<file path="src/rtl/mem_port_arbiter.sv">
// Arbitrates one fixed-latency single-ported memory between instruction fetch (IF)
// and the data port (DM). DM wins contention unless IF has lost STARVE_MAX times in a row.
module mem_port_arbiter #(
    parameter int ADDR_W     = 32,
    parameter int DATA_W     = 32,
    parameter int MEM_LAT    = 2,
    parameter int STARVE_MAX = 4
) (
    input  logic              clk,
    input  logic              rst,
    input  logic              if_req,
    input  logic [ADDR_W-1:0] if_addr,
    output logic [DATA_W-1:0] if_rdata,
    output logic              if_ready,
    input  logic              dm_req,
    input  logic              dm_we,
    input  logic [ADDR_W-1:0] dm_addr,
    input  logic [DATA_W-1:0] dm_wdata,
    output logic [DATA_W-1:0] dm_rdata,
    output logic              dm_ready,
    output logic              stall_if,
    output logic              stall_mem,
    output logic              mem_en,
    output logic              mem_we,
    output logic [ADDR_W-1:0] mem_addr,
    output logic [DATA_W-1:0] mem_wdata,
    input  logic [DATA_W-1:0] mem_rdata,
    output logic              busy
);

    typedef enum logic [1:0] {IDLE, ISSUE, WAIT, RESP} state_t;

    localparam logic [3:0] LAT_INIT   = 4'(MEM_LAT);
    localparam logic [3:0] STARVE_LIM = 4'(STARVE_MAX);

    state_t     state, state_nxt;
    logic [3:0] starve_cnt;
    logic [3:0] lat_cnt;
    logic       own_dm;
    logic       own_we;
    logic       grant;
    logic       grant_dm;

    // DM keeps priority until IF has lost STARVE_LIM contested rounds
    always_comb begin
        grant    = 1'b0;
        grant_dm = 1'b0;
        if (state == IDLE) begin
            if (dm_req && (!if_req || starve_cnt < STARVE_LIM)) begin
                grant    = 1'b1;
                grant_dm = 1'b1;
            end else if (if_req) begin
                grant = 1'b1;
            end
        end
    end

    always_comb begin
        state_nxt = state;
        case (state)
            IDLE:    if (grant) state_nxt = ISSUE;
            ISSUE:   state_nxt = (own_dm && own_we) ? RESP : WAIT;
            WAIT:    if (lat_cnt == 4'd1) state_nxt = RESP;
            RESP:    state_nxt = IDLE;
            default: state_nxt = IDLE;
        endcase
    end

    always_ff @(posedge clk) begin
        if (!rst) begin
            state      <= IDLE;
            starve_cnt <= '0;
            lat_cnt    <= '0;
            own_dm     <= 1'b0;
            own_we     <= 1'b0;
            mem_en     <= 1'b0;
            mem_we     <= 1'b0;
            mem_addr   <= '0;
            mem_wdata  <= '0;
            if_ready   <= 1'b0;
            dm_ready   <= 1'b0;
            if_rdata   <= '0;
            dm_rdata   <= '0;
        end else begin
            state    <= state_nxt;
            mem_en   <= 1'b0;
            mem_we   <= 1'b0;
            if_ready <= 1'b0;
            dm_ready <= 1'b0;
            case (state)
                IDLE: begin
                    if (grant) begin
                        // mem_addr/mem_wdata double as the latched request
                        own_dm   <= grant_dm;
                        own_we   <= grant_dm & dm_we;
                        mem_en   <= 1'b1;
                        mem_we   <= grant_dm & dm_we;
                        mem_addr <= grant_dm ? dm_addr : if_addr;
                        if (grant_dm) mem_wdata <= dm_wdata;
                        if (!grant_dm)
                            starve_cnt <= '0;
                        else if (if_req)
                            starve_cnt <= starve_cnt + 4'd1;
                    end
                end
                ISSUE: begin
                    if (own_dm && own_we) dm_ready <= 1'b1;
                    else                  lat_cnt  <= LAT_INIT;
                end
                WAIT: begin
                    lat_cnt <= lat_cnt - 4'd1;
                    if (lat_cnt == 4'd1) begin
                        if (own_dm) begin
                            dm_rdata <= mem_rdata;
                            dm_ready <= 1'b1;
                        end else begin
                            if_rdata <= mem_rdata;
                            if_ready <= 1'b1;
                        end
                    end
                end
                default: ;
            endcase
        end
    end

    assign busy      = (state != IDLE);
    assign stall_if  = if_req & ~if_ready;
    assign stall_mem = dm_req & ~dm_ready;

endmodule
</file>
<file path="config.mk">
export PLATFORM = sky130hd
export DESIGN_NAME = mem_port_arbiter
export DESIGN_NICKNAME = d
export VERILOG_FILES = /design/src/rtl/mem_port_arbiter.sv
export SDC_FILE = /design/constraint.sdc
export NUM_CORES = 1
export LEC_CHECK = 0
export ABC_AREA = 1
export ABC_CLOCK_PERIOD_IN_PS = 2360
export BUFFER_PORTS_ARGS = -buffer_cell sky130_fd_sc_hd__buf_2
export CORE_MARGIN = 4
export CORE_UTILIZATION = 47
export DETAILED_ROUTE_END_ITERATION = 10
export PLACE_DENSITY = 0.8
export SETUP_SLACK_MARGIN = 0.4
export SYNTH_ARGS = -nofsm -noshare
export SYNTH_HDL_FRONTEND = slang
export SYNTH_SLANG_ARGS = --single-unit
</file>
<file path="constraint.sdc">
create_clock -name clk -period 2.36 [get_ports clk]
set_clock_uncertainty 0.2 [all_clocks]
set_input_delay 0.118 -clock clk [delete_from_list [all_inputs] [get_ports clk]]
set_output_delay 0.118 -clock clk [all_outputs]
set_load 0.01 [all_outputs]
</file>
Yosys cells after proc, flatten, opt, wreduce, memory -nomap -nowiden
Index checks and enable logic that the tools add are counted.
{"block": "totals", "reg_bits": 144, "latch_bits": 0, "mem_bits_rw": 0, "romBits": 0, "in_bits": 133, "output_inout_bits": 135, "word_cells": 67, "mem_count": 0}
{"block": "classes", "n_addsub": 2, "n_mul": 0, "div_mod_pow": 0, "magnitude_cmp": 1, "n_eq_ne": 8, "shifts": 0, "mux": 20, "n_bitwise": 6, "reduce_logical": 17}
{"operator": "2-to-1 mux 32 bit", "n": 1}
{"operator": "AND reduction 3 bit", "n": 6}
{"operator": "2-to-1 mux 4 bit", "n": 3}
{"operator": "2-to-1 mux 1 bit", "n": 11}
{"operator": "!= test 2 bit (second input constant)", "n": 4}
{"operator": "case mux 2 bit (4 select lines)", "n": 1}
{"operator": "case mux 4 bit (2 select lines)", "n": 1}
{"operator": "AND reduction 2 bit", "n": 4}
{"operator": "adder 4 x 1 -> 4 bit (second input constant)", "n": 1}
{"operator": "equality test 2 bit (second input constant)", "n": 2}
{"operator": "equality test 4 x 1 -> 1 bit (second input constant)", "n": 1}
{"operator": "< comparator 4 x 3 -> 1 bit (second input constant)", "n": 1}
{"operator": "2-to-1 mux 2 bit", "n": 2}
{"operator": "nonzero test 2 bit", "n": 2}
{"operator": "subtractor 4 x 1 -> 4 bit (second input constant)", "n": 1}
{"operator": "bitwise AND 1 bit", "n": 3}
{"operator": "inverter 1 bit", "n": 3}
{"operator": "equality test 2 x 1 -> 1 bit (second input constant)", "n": 1}
{"operator": "logical AND 1 bit", "n": 2}
{"operator": "zero test 2 bit", "n": 1}
{"operator": "case mux 1 bit (2 select lines)", "n": 1}
{"operator": "zero test 1 bit", "n": 1}
{"operator": "logical OR 1 bit", "n": 1}

Logic depth before layout (Yosys ltp)
Gate-level depths: netlist of the first run.
{"block": "logic_depth", "ltp_word": 7, "ltp_mapped": 10, "ltp_nobuf": 8}

Worst setup path before layout of the first run
OpenSTA, ideal clock, no wires.
{"block": "synth_timing", "kind": "register to register", "start": "register state[0]", "end": "register mem_addr[15]", "t_arrival_ps": 1335, "slack_ps": 708, "stages_incl_launch_ff": 10, "n_path_buf": 1, "path_cell_list": "dfxtp_1 > inv_1 > ha_1 > nand2_2 > inv_2 > nand2_2 > clkbuf_1 > nand2_1 > nand2_1 > o21ai_1"}
{"block": "synth_via", "elab_chain_cells": 3, "word_cells_on_any_way": 5}
{"item": "start, declared", "line_no": "36", "rtl": "state_t state, state_nxt;"}
{"item": "start signal, assigned", "line_no": "85", "rtl": "state <= state_nxt;"}
{"item": "zero test 2 bit (*)", "line_no": "48, 90"}
{"item": "2-to-1 mux 1 bit", "line_no": "48", "rtl": "if (state == IDLE) begin"}
{"item": "2-to-1 mux 32 bit or AND reduction 2 bit (tied branches)"}
{"item": "end signal, assigned", "line_no": "98", "rtl": "mem_addr <= grant_dm ? dm_addr : if_addr;"}
{"item": "end, declared", "line_no": "25", "rtl": "output logic [ADDR_W-1:0] mem_addr,"}
Every way passes the cells marked *; elsewhere a longest branch is shown, timed or not.
A chain may end at the register's enable or synchronous reset.

Final worst setup path of the first run
{"block": "layout_timing", "start": "register state[0]", "end": "register mem_wdata[4]"}
{"block": "layout_via", "elab_chain_cells": 3, "word_cells_on_any_way": 4}
{"item": "zero test 2 bit (*)", "line_no": "48, 90"}
{"item": "2-to-1 mux 1 bit", "line_no": "48"}
{"item": "AND reduction 3 bit (no line) (*)"}
{"item": "end signal, assigned", "line_no": "99", "rtl": "if (grant_dm) mem_wdata <= dm_wdata;"}
{"item": "end, declared", "line_no": "26", "rtl": "output logic [DATA_W-1:0] mem_wdata,"}
Marked as above.

==> results.md, run 1 <==
Status:
- The run finished with clean final reports.

Synth:
- The sequential-to-total area share from yosys stat is roughly 50%.
- The proportion of netlist area held by the largest area contributor is approximately half.
- After synthesis, the cell types taking the most area are sky130_fd_sc_hd__dfxtp_1 50%, sky130_fd_sc_hd__nand2_1 11%, sky130_fd_sc_hd__a21oi_1 7.2%.
- In this run, synthesis produced a sequential element count of 144.
- The average cell area after synthesis is approximately 7.6 um^2.
- The mapped cell area is slightly below 6000 um^2.
- In this run, distinct cell masters in the synthesized netlist total 23.
- Counting every instance in the synthesized netlist gives about 760.
- For this run, the number of Yosys warnings is 0.
- The post-synthesis net count is approximately 900.
- The biggest area contributor in the post-synthesis netlist is sky130_fd_sc_hd__dfxtp_1.

STA:
- Hold timing on the final database bottoms out at a slack of ~250 ps.
- After routing, the total negative slack on setup checks comes to 0 ps.
- The final count of pins violating max slew was 0.
- The count of final setup violators is 0.
- The remaining max-slew budget at the tightest pin is between 60 and 70%.
- At the pin with the least slew margin, the transition time is 588.0 ps.
- Setup repair after global routing could not meet its margin everywhere.
- The hold violation total from the final report was 0.
- The worst path in the final design needs a cycle of roughly 1900 ps, including I/O delays and setup.
- In the finished design, the share of the clock period the worst path needs comes to between 70% and 80%.
- The highest attainable clock frequency is 538.9 MHz.

Global route:
- The initial antenna violation count was 0.
- The number of global-route vias before repair was ~7000.
- The first global-routing pass estimated ~36 mm of wire.
- The maximum number of pins on one net before global-route repair is 58.
- For this run, the total global-route usage over all layers was measured as about a third.
- The residual overflow from global routing is 0.

Floorplanning:
- In this run the horizontal extent of the chip is between 100 and 150 um.
- The core outline area is 12010 um^2.
- The die covers roughly 14000 um^2.
- The floorplan has 40 rows.
- From bottom edge to top edge, the die measures between 100 and 150 um.
- In this run the count of I/O pins placed on the die edge is approximately 270.
- The initial utilization of the core area, before any placement, comes to 48.20%.

Clocking:
- The root buffer cell chosen for the clock tree is sky130_fd_sc_hd__clkbuf_16.
- The clock tree synthesis step divided the H-tree into 4 levels.
- The number of clock buffers inserted by TritonCTS is 17.
- The tree built by TritonCTS fans out to roughly 140 sinks.
- TritonCTS built the clock tree.
- In this run the deepest clock path goes through 2 buffers.
- For the worst-skew pair, the clock arrives at the later sink with an insertion delay of around 410 ps.
- After clock tree synthesis, the clock-pin slew on the worst setup and hold paths is around 60 ps.

Setup path:
- The critical path goes through inv_1, ha_1, nand2_2, inv_2, nand2_2, buf_12, nand2_1, a21oi_1.
- Data on the critical path is required at its endpoint by 2480 ps.
- The largest delay contributor family on the critical path is flip-flops.
- The largest stage delay on the critical path is 380 ps.
- The number of buffers and inverters on the critical path is 3.
- The cell that appears most often on the critical path is sky130_fd_sc_hd__nand2_2.
- On the critical path, the stage with the largest delay is an instance of sky130_fd_sc_hd__dfxtp_1.
- The data arrival time of the critical path is 1980 ps.
- The worst setup path is launched from a register.
- The top fanout value on the critical path is 35.
- The path type of the worst setup path is register to register.
- The worst setup path is captured at a register.

Final layout:
- The number of inserted filler cells in the final layout is roughly 790.
- The fraction of layout instances using a drive strength above 1 is about 29%.
- Relative to the synthesized area, the layout overhead comes to 58.42%.
- After the last flow step, the layout net total stands at around 1300.

Power and ir drop:
- IR analysis of the VDD net gives a maximum drop of 0.0006290 V.
- The leakage power total is around 4.3 nW.
- The post-layout total power is approximately 0.0086 W.
- Dividing total power by cell area gives a power density of 937.9 nW/um^2.

Flow run:
- The max-cap check violation count is 0.

Route:
- In the final routed layout, each cell accounts on average for between 15 and 20 um.
- The number of design-rule violations left by the first detailed-router iteration is 758.
- The wire length reported by the detailed router is around 23 mm.
- The routed length on met2 is between 10 and 15 mm.
- Wire segments on met3 add up to approximately 1.9 mm in the final route.
- In this run the remaining antenna-violating nets after routing total 0.
- The top layer reached by signal wires is met4.
- The first-pass detailed-route iteration total is 6.
- After detailed routing, the number of remaining DRC violations is 0.
- The met1 wire length is between 8 and 9 mm.
- After detailed routing, the number of vias per cell comes to 5.393.
- The via count is about 7000.

Placement:
- Input and output buffers added on the ports amount to approximately 270.
- The last weighted congestion value of the routability-driven placer is roughly 0.83.
- The half-perimeter wire length of the detailed placement result is around 12 mm.

Worst hold path:
- The type of the tightest min-delay check is register to register.
==> kinds of logic (layout without fill, tap and decap cells) <==
| kind of cell | after synthesis | after routing | synth area share (%) |
|---|---|---|---|
| AOI/OAI and AO/OA | 153 | 153 | 13.49 |
| adders and majority gates | 6 | 6 | 1.297 |
| DFF | 144 | 144 | 49.79 |
| buffers and inverters | 96 | 487 | 8.083 |
| xor gates and xnor gates | 2 | 2 | 0.3026 |
| and+or+nand+nor | 362 | 362 | 27.04 |
| other | 0 | 1 | 0 |
==> worst paths after layout <==
kind	to	slack [ps]	cells past startpoint	start
min reg2reg	mem_addr[12]	250	2	mem_addr[12]
min	mem_addr[12]	250	2	mem_addr[12]
max	mem_wdata[4]	500	8	state[0]
max reg2reg	mem_wdata[4]	500	8	state[0]
==> cell type report <==
type / count / area [um^2] / area share (%)
sequential: 144 / 2883 / 31.43
timing repair buffer: 416 / 2845 / 31.02
multi-input combinational: 523 / 2461 / 26.83
clock buffer: 23 / 488.0 / 5.321
tap: 147 / 183.9 / 2.005
clock inverter: 9 / 153.9 / 1.678
inverter: 39 / 153.9 / 1.678
antenna: 1 / 2.502 / 0.02729
==> worst reg2reg max path, cell delays in order, from the launching register on <==
cell	delay [ps]
sky130_fd_sc_hd__dfxtp_1	380
sky130_fd_sc_hd__inv_1	90
sky130_fd_sc_hd__ha_1	260
sky130_fd_sc_hd__nand2_2	120
sky130_fd_sc_hd__inv_2	70
sky130_fd_sc_hd__nand2_2	130
sky130_fd_sc_hd__buf_12	210
sky130_fd_sc_hd__nand2_1	110
sky130_fd_sc_hd__a21oi_1	210
==> timing repair <==
item,CTS,global route
gates resized for setup,1,16
endpoints found under the setup margin,32,87
pin swaps,0,1
hold endpoints to repair,136,0
buffers inserted,0,1
hold buffers,132,0
==> stage by stage <==
stage	utilization, %	instance area (um^2)	setup WS, ps	cells
final	76.35	9171	504.5	1302
after global routing	76.33	9169	376.9	1301
after CTS	75.73	9096	441.7	1300
after detailed placement	59.35	7129	340.0	1136
after global placement	59.35	7129	430.8	1136
after floorplan	-	5789	707.9	763
==> cells in the mapped netlist <==
| library cell | n |
|---|---|
| sky130_fd_sc_hd__a21oi_1 | 83 |
| sky130_fd_sc_hd__buf_2 | 22 |
| sky130_fd_sc_hd__buf_4 | 9 |
| sky130_fd_sc_hd__buf_6 | 6 |
| sky130_fd_sc_hd__clkbuf_1 | 20 |
| sky130_fd_sc_hd__clkinv_2 | 1 |
| sky130_fd_sc_hd__dfxtp_1 | 144 |
| sky130_fd_sc_hd__ha_1 | 6 |
| sky130_fd_sc_hd__inv_1 | 34 |
| sky130_fd_sc_hd__inv_2 | 4 |
| sky130_fd_sc_hd__nand2_1 | 166 |
| sky130_fd_sc_hd__nand2_2 | 8 |
| sky130_fd_sc_hd__nand3_1 | 40 |
| sky130_fd_sc_hd__nand3b_1 | 12 |
| sky130_fd_sc_hd__nand4_1 | 34 |
| sky130_fd_sc_hd__nor2_1 | 99 |
| sky130_fd_sc_hd__nor2_2 | 2 |
| sky130_fd_sc_hd__nor3_1 | 1 |
| sky130_fd_sc_hd__o21ai_0 | 38 |
| sky130_fd_sc_hd__o21ai_1 | 29 |
| sky130_fd_sc_hd__o21ai_2 | 2 |
| sky130_fd_sc_hd__o31ai_2 | 1 |
| sky130_fd_sc_hd__xor2_1 | 2 |
==> flip-flops by register name (all words and copies together), names as in the netlist <==
signal / flops
dm_rdata: 32
dm_ready: 1
mem_wdata: 32
own_dm: 1
mem_en: 1
own_we: 1
state: 2
if_rdata: 32
lat_cnt: 4
mem_addr: 32
mem_we: 1
starve_cnt: 4
if_ready: 1
==> metal layers <==
metal / GRT usage (%) / vias up
met5: 0 / -
met2: 53.55 / 454
met4: 20.06 / 0
met3: 10.16 / 136
li1: - / 3260
met1: 33.60 / 3172
==> cell usage in the layout (no fill, tap or decap), drive strengths merged, types with 6 or more instances in the layout <==
cell	instances
nand2	174
nand3b	12
buf	284
clkbuf	23
o21ai	69
inv	39
a21oi	83
ha	6
nor2	101
dlygate4sd3	132
dfxtp	144
nand4	34
nand3	40
==> where the power goes <==
part / internal (W) / switching, W
Sequential: 0.00281 / 0.000232
Combinational: 0.00102 / 0.00163
Clock: 0.00188 / 0.00103
No activity file was read; power rests on OpenSTA's default activity.
==> inputs of run 2 (changes only) <==
ABC_CLOCK_PERIOD_IN_PS = 1800   (was 2360)
clock period = 1.8 ns   (was 2.36 ns; I/O delays follow)
==> run 2 against run 1 <==
  * The flow now finishes with violations (setup timing)
  * Non-clock buffer count rose by 55
  * Final area rose by 19%
  * Clock-buffer cell count rose by 2
  * Hold slack got worse by 190 ps
  * Cell count rose by 4.7%
  * Critical path depth rose by 1
  * Flip-flop and latch count did not move
  * Critical endpoint is now mem_addr[30]
==> results.md, run 2 (synthesized netlist as in run 1, its figures left out) <==
Status:
- The run finished, with violations left.
- The final reports fail on setup timing.

Route:
- After detailed routing, the met2 layer carries around 15 mm of wire.
- The routed layout has ~8300 vias.
- After detailed routing, no signal wire sits above met4.
- The final routed DRC violation total is 0.
- Summed over all layers, the routed wires come to around 33 mm.
- The post-route antenna net violation count is 0.
- The met3 wirelength from detailed routing is approximately 3.5 mm.
- The first-pass detailed-route iteration total is 7.
- The number of design-rule violations left by the first detailed-router iteration is approximately 1000.
- The met1 wire length is between 10 and 15 mm.
- Dividing the detail-routed via count by the number of cells gives slightly above 6.
- Dividing the detail-routed wire length by the instance count gives ~24 um.

Clocking:
- The clock-pin slew on the worst setup and hold paths is around 60 ps.
- The clock root buffer master is sky130_fd_sc_hd__clkbuf_16.
- For this design, the sink count on the clock tree is about 140.
- At the later pin of the worst-skew pair, clock insertion delay measures ~420 ps.
- In this run the deepest clock path goes through 2 buffers.
- The H-tree was split into 4 levels.
- Clock tree synthesis inserted a total of 17 buffers.
- TritonCTS built the clock tree.

STA:
- The highest attainable clock frequency is between 500 and 600 MHz.
- For the pin with the worst max-slew slack, the measured transition is ~740 ps.
- The final count of pins violating max slew was 0.
- The hold violation total from the final report is 0.
- Adding up every negative setup slack in the final design gives -51.43 ps.
- The remaining max-slew budget at the tightest pin is approximately 50%.
- Setup repair after global routing could not meet its margin everywhere.
- The count of final setup violators is 1.
- Of the available clock period, the critical path in the final layout requires 102.9%.
- The slack of the critical path is -51.43 ps.
- Counting I/O delays and the setup requirement, the final critical path takes between 1500 and 2000 ps.

Setup path:
- The largest stage delay on the critical path is about 370 ps.
- The kind of end point of the critical path is a register.
- Counting both buffers and inverters, the worst setup path holds a total of 4.
- The critical path is of the register to register type.
- Among all stages on the critical path, the largest delay is contributed by sky130_fd_sc_hd__dfxtp_4.
- Of all nets on the critical path, the largest fanout is 11.
- The startpoint type of the worst setup path is a register.
- Walking the worst path, the cells encountered are inv_4, ha_4, nand2_4, inv_8, buf_6, clkbuf_16, nand3b_1, nand2_1, o21ai_1.
- The data arrival time of the critical path is just under 2000 ps.
- The worst path required time is roughly 1900 ps.
- The cell family contributing the most delay on the critical path is buffers and inverters.

Final layout:
- The most frequent standard cell in the layout excluding fill and tap cells is sky130_fd_sc_hd__buf_2.
- In the layout the commonest cells are 264 x sky130_fd_sc_hd__buf_2, 139 x sky130_fd_sc_hd__dfxtp_1, 131 x sky130_fd_sc_hd__dlygate4sd3_1, 115 x sky130_fd_sc_hd__nand2_1, 75 x sky130_fd_sc_hd__nor2_1.
- The post-route netlist has 44.51% of its cells at a drive strength greater than 1.
- In the final design database the tool counted between 1000 and 1500 nets.
- The area added between synthesis and finish is 88.76%.
- The final non-filler cell total is 1363.

Floorplanning:
- The floorplan row count is 40.
- The area enclosed by the die boundary is between 10000 and 15000 um^2.
- The number of ports placed on the die boundary is roughly 270.
- The die is 119.0 um wide.
- In this run the vertical extent of the chip is 119.0 um.
- The core outline area is about 12000 um^2.
- The initial core utilization is just under 50%.

Placement:
- The cell count after placement is roughly 1100.
- The half-perimeter wire length of the detailed placement result is 11.96 mm.
- The number of buffer cells added on primary ports is 267.
- At the placement stage, the worst setup path has a slack of between 60 and 70 ps.
- At the end of routability-driven placement, the weighted congestion stood at about 0.86.

Power and ir drop:
- The leakage power total is approximately 5 nW.
- The maximum vdd drop is approximately 0.00084 V.
- The power per cell area is between 1000 and 1500 nW/um^2.

Global route:
- The residual overflow from global routing is 0.
- The overall routing resource usage is 35.43%.
- The initial antenna violation count is 4.
- The first-pass GRT wire length is about 40 mm.
- The maximum number of pins on one net before global-route repair is 70.
- The number of global-route vias before repair came to 7843.

Worst hold path:
- The type of the tightest min-delay check is input pin to register.

Flow run:
- The max-cap check violation count is 0.
-- run 2: cell types whose count changed in the layout (fill, tap and decap cells not counted), moves of 19 or more --
cell                      before  now
sky130_fd_sc_hd__o21ai_0      38   11
sky130_fd_sc_hd__nand2_4       0   37
sky130_fd_sc_hd__o21ai_1      28   47
sky130_fd_sc_hd__nand2_1     166  115
sky130_fd_sc_hd__nor2_1       99   75
sky130_fd_sc_hd__a21oi_1      82   44
sky130_fd_sc_hd__a21oi_2       1   38
-- run 2: final timing paths --
path                                   from            to  slack (ps)  cells past startpoint
worst max-delay path               state[1]  mem_addr[30]         -50                      9
worst min-delay path                    rst    lat_cnt[0]          60                      4
worst max register to register     state[1]  mem_addr[30]         -50                      9
worst min register to register  mem_addr[9]   mem_addr[9]         250                      2
-- run 2: per-stage QoR --
step / instance area [um^2] / hold WS (ps) / util, % / total power [W]
3_5_place_dp: 7303 / 145.6 / 60.80 / 0.007188
3_3_place_gp: 7303 / 135.7 / 60.80 / 0.007125
5_1_grt: 10920 / 72.44 / 90.94 / 0.01396
2_1_floorplan: 5881 / 47.88 / - / 0.006198
6_report: 10930 / 61.95 / 90.98 / 0.01357
4_1_cts: 9854 / -124.7 / 82.04 / 0.01165
-- run 2: timing repair --
item                                    CTS  global route
endpoints found under the setup margin  144           146
setup buffers                            19             8
pin swaps                                26            64
cloned                                   12            11
endpoints found under the hold margin   138             1
gates resized for setup                  91           200
hold buffers                            132             2
-- run 2: cell type report --
class                   instances  area, um^2
repair buffers                471        3802
multi-input cells             525        3277
flip-flops and latches        144        2894
fillers                       485        1084
clock buffers                  25       485.5
inverters                      39       198.9
well taps                     147       183.9
clock inverters                 6       57.56
repair inverters                1       16.27
diodes                          5       12.51
-- run 2: per-layer routing --
layer | track usage (%) | up-vias
met5 | 0 | -
met4 | 23.46 | 0
met3 | 9.022 | 296
met2 | 60.47 | 815
met1 | 38.67 | 3827
li1 | - | 3405
-- run 2: tightest hold or removal path: cells and delay by family --
| kind | cells | cell delay (ps) |
|---|---|---|
| AOI/OAI and AO/OA | 1 | 150 |
| buffers and inverters | 3 | 400 |
-- run 2: where the power goes --
group / internal, W / switching (W) / leakage [nW]
Combinational: 0.00269 / 0.00338 / 3.55
Clock: 0.00200 / 0.00138 / 0.267
Sequential: 0.00370 / 0.000417 / 1.18
Total: 0.00839 / 0.00518 / 4.99
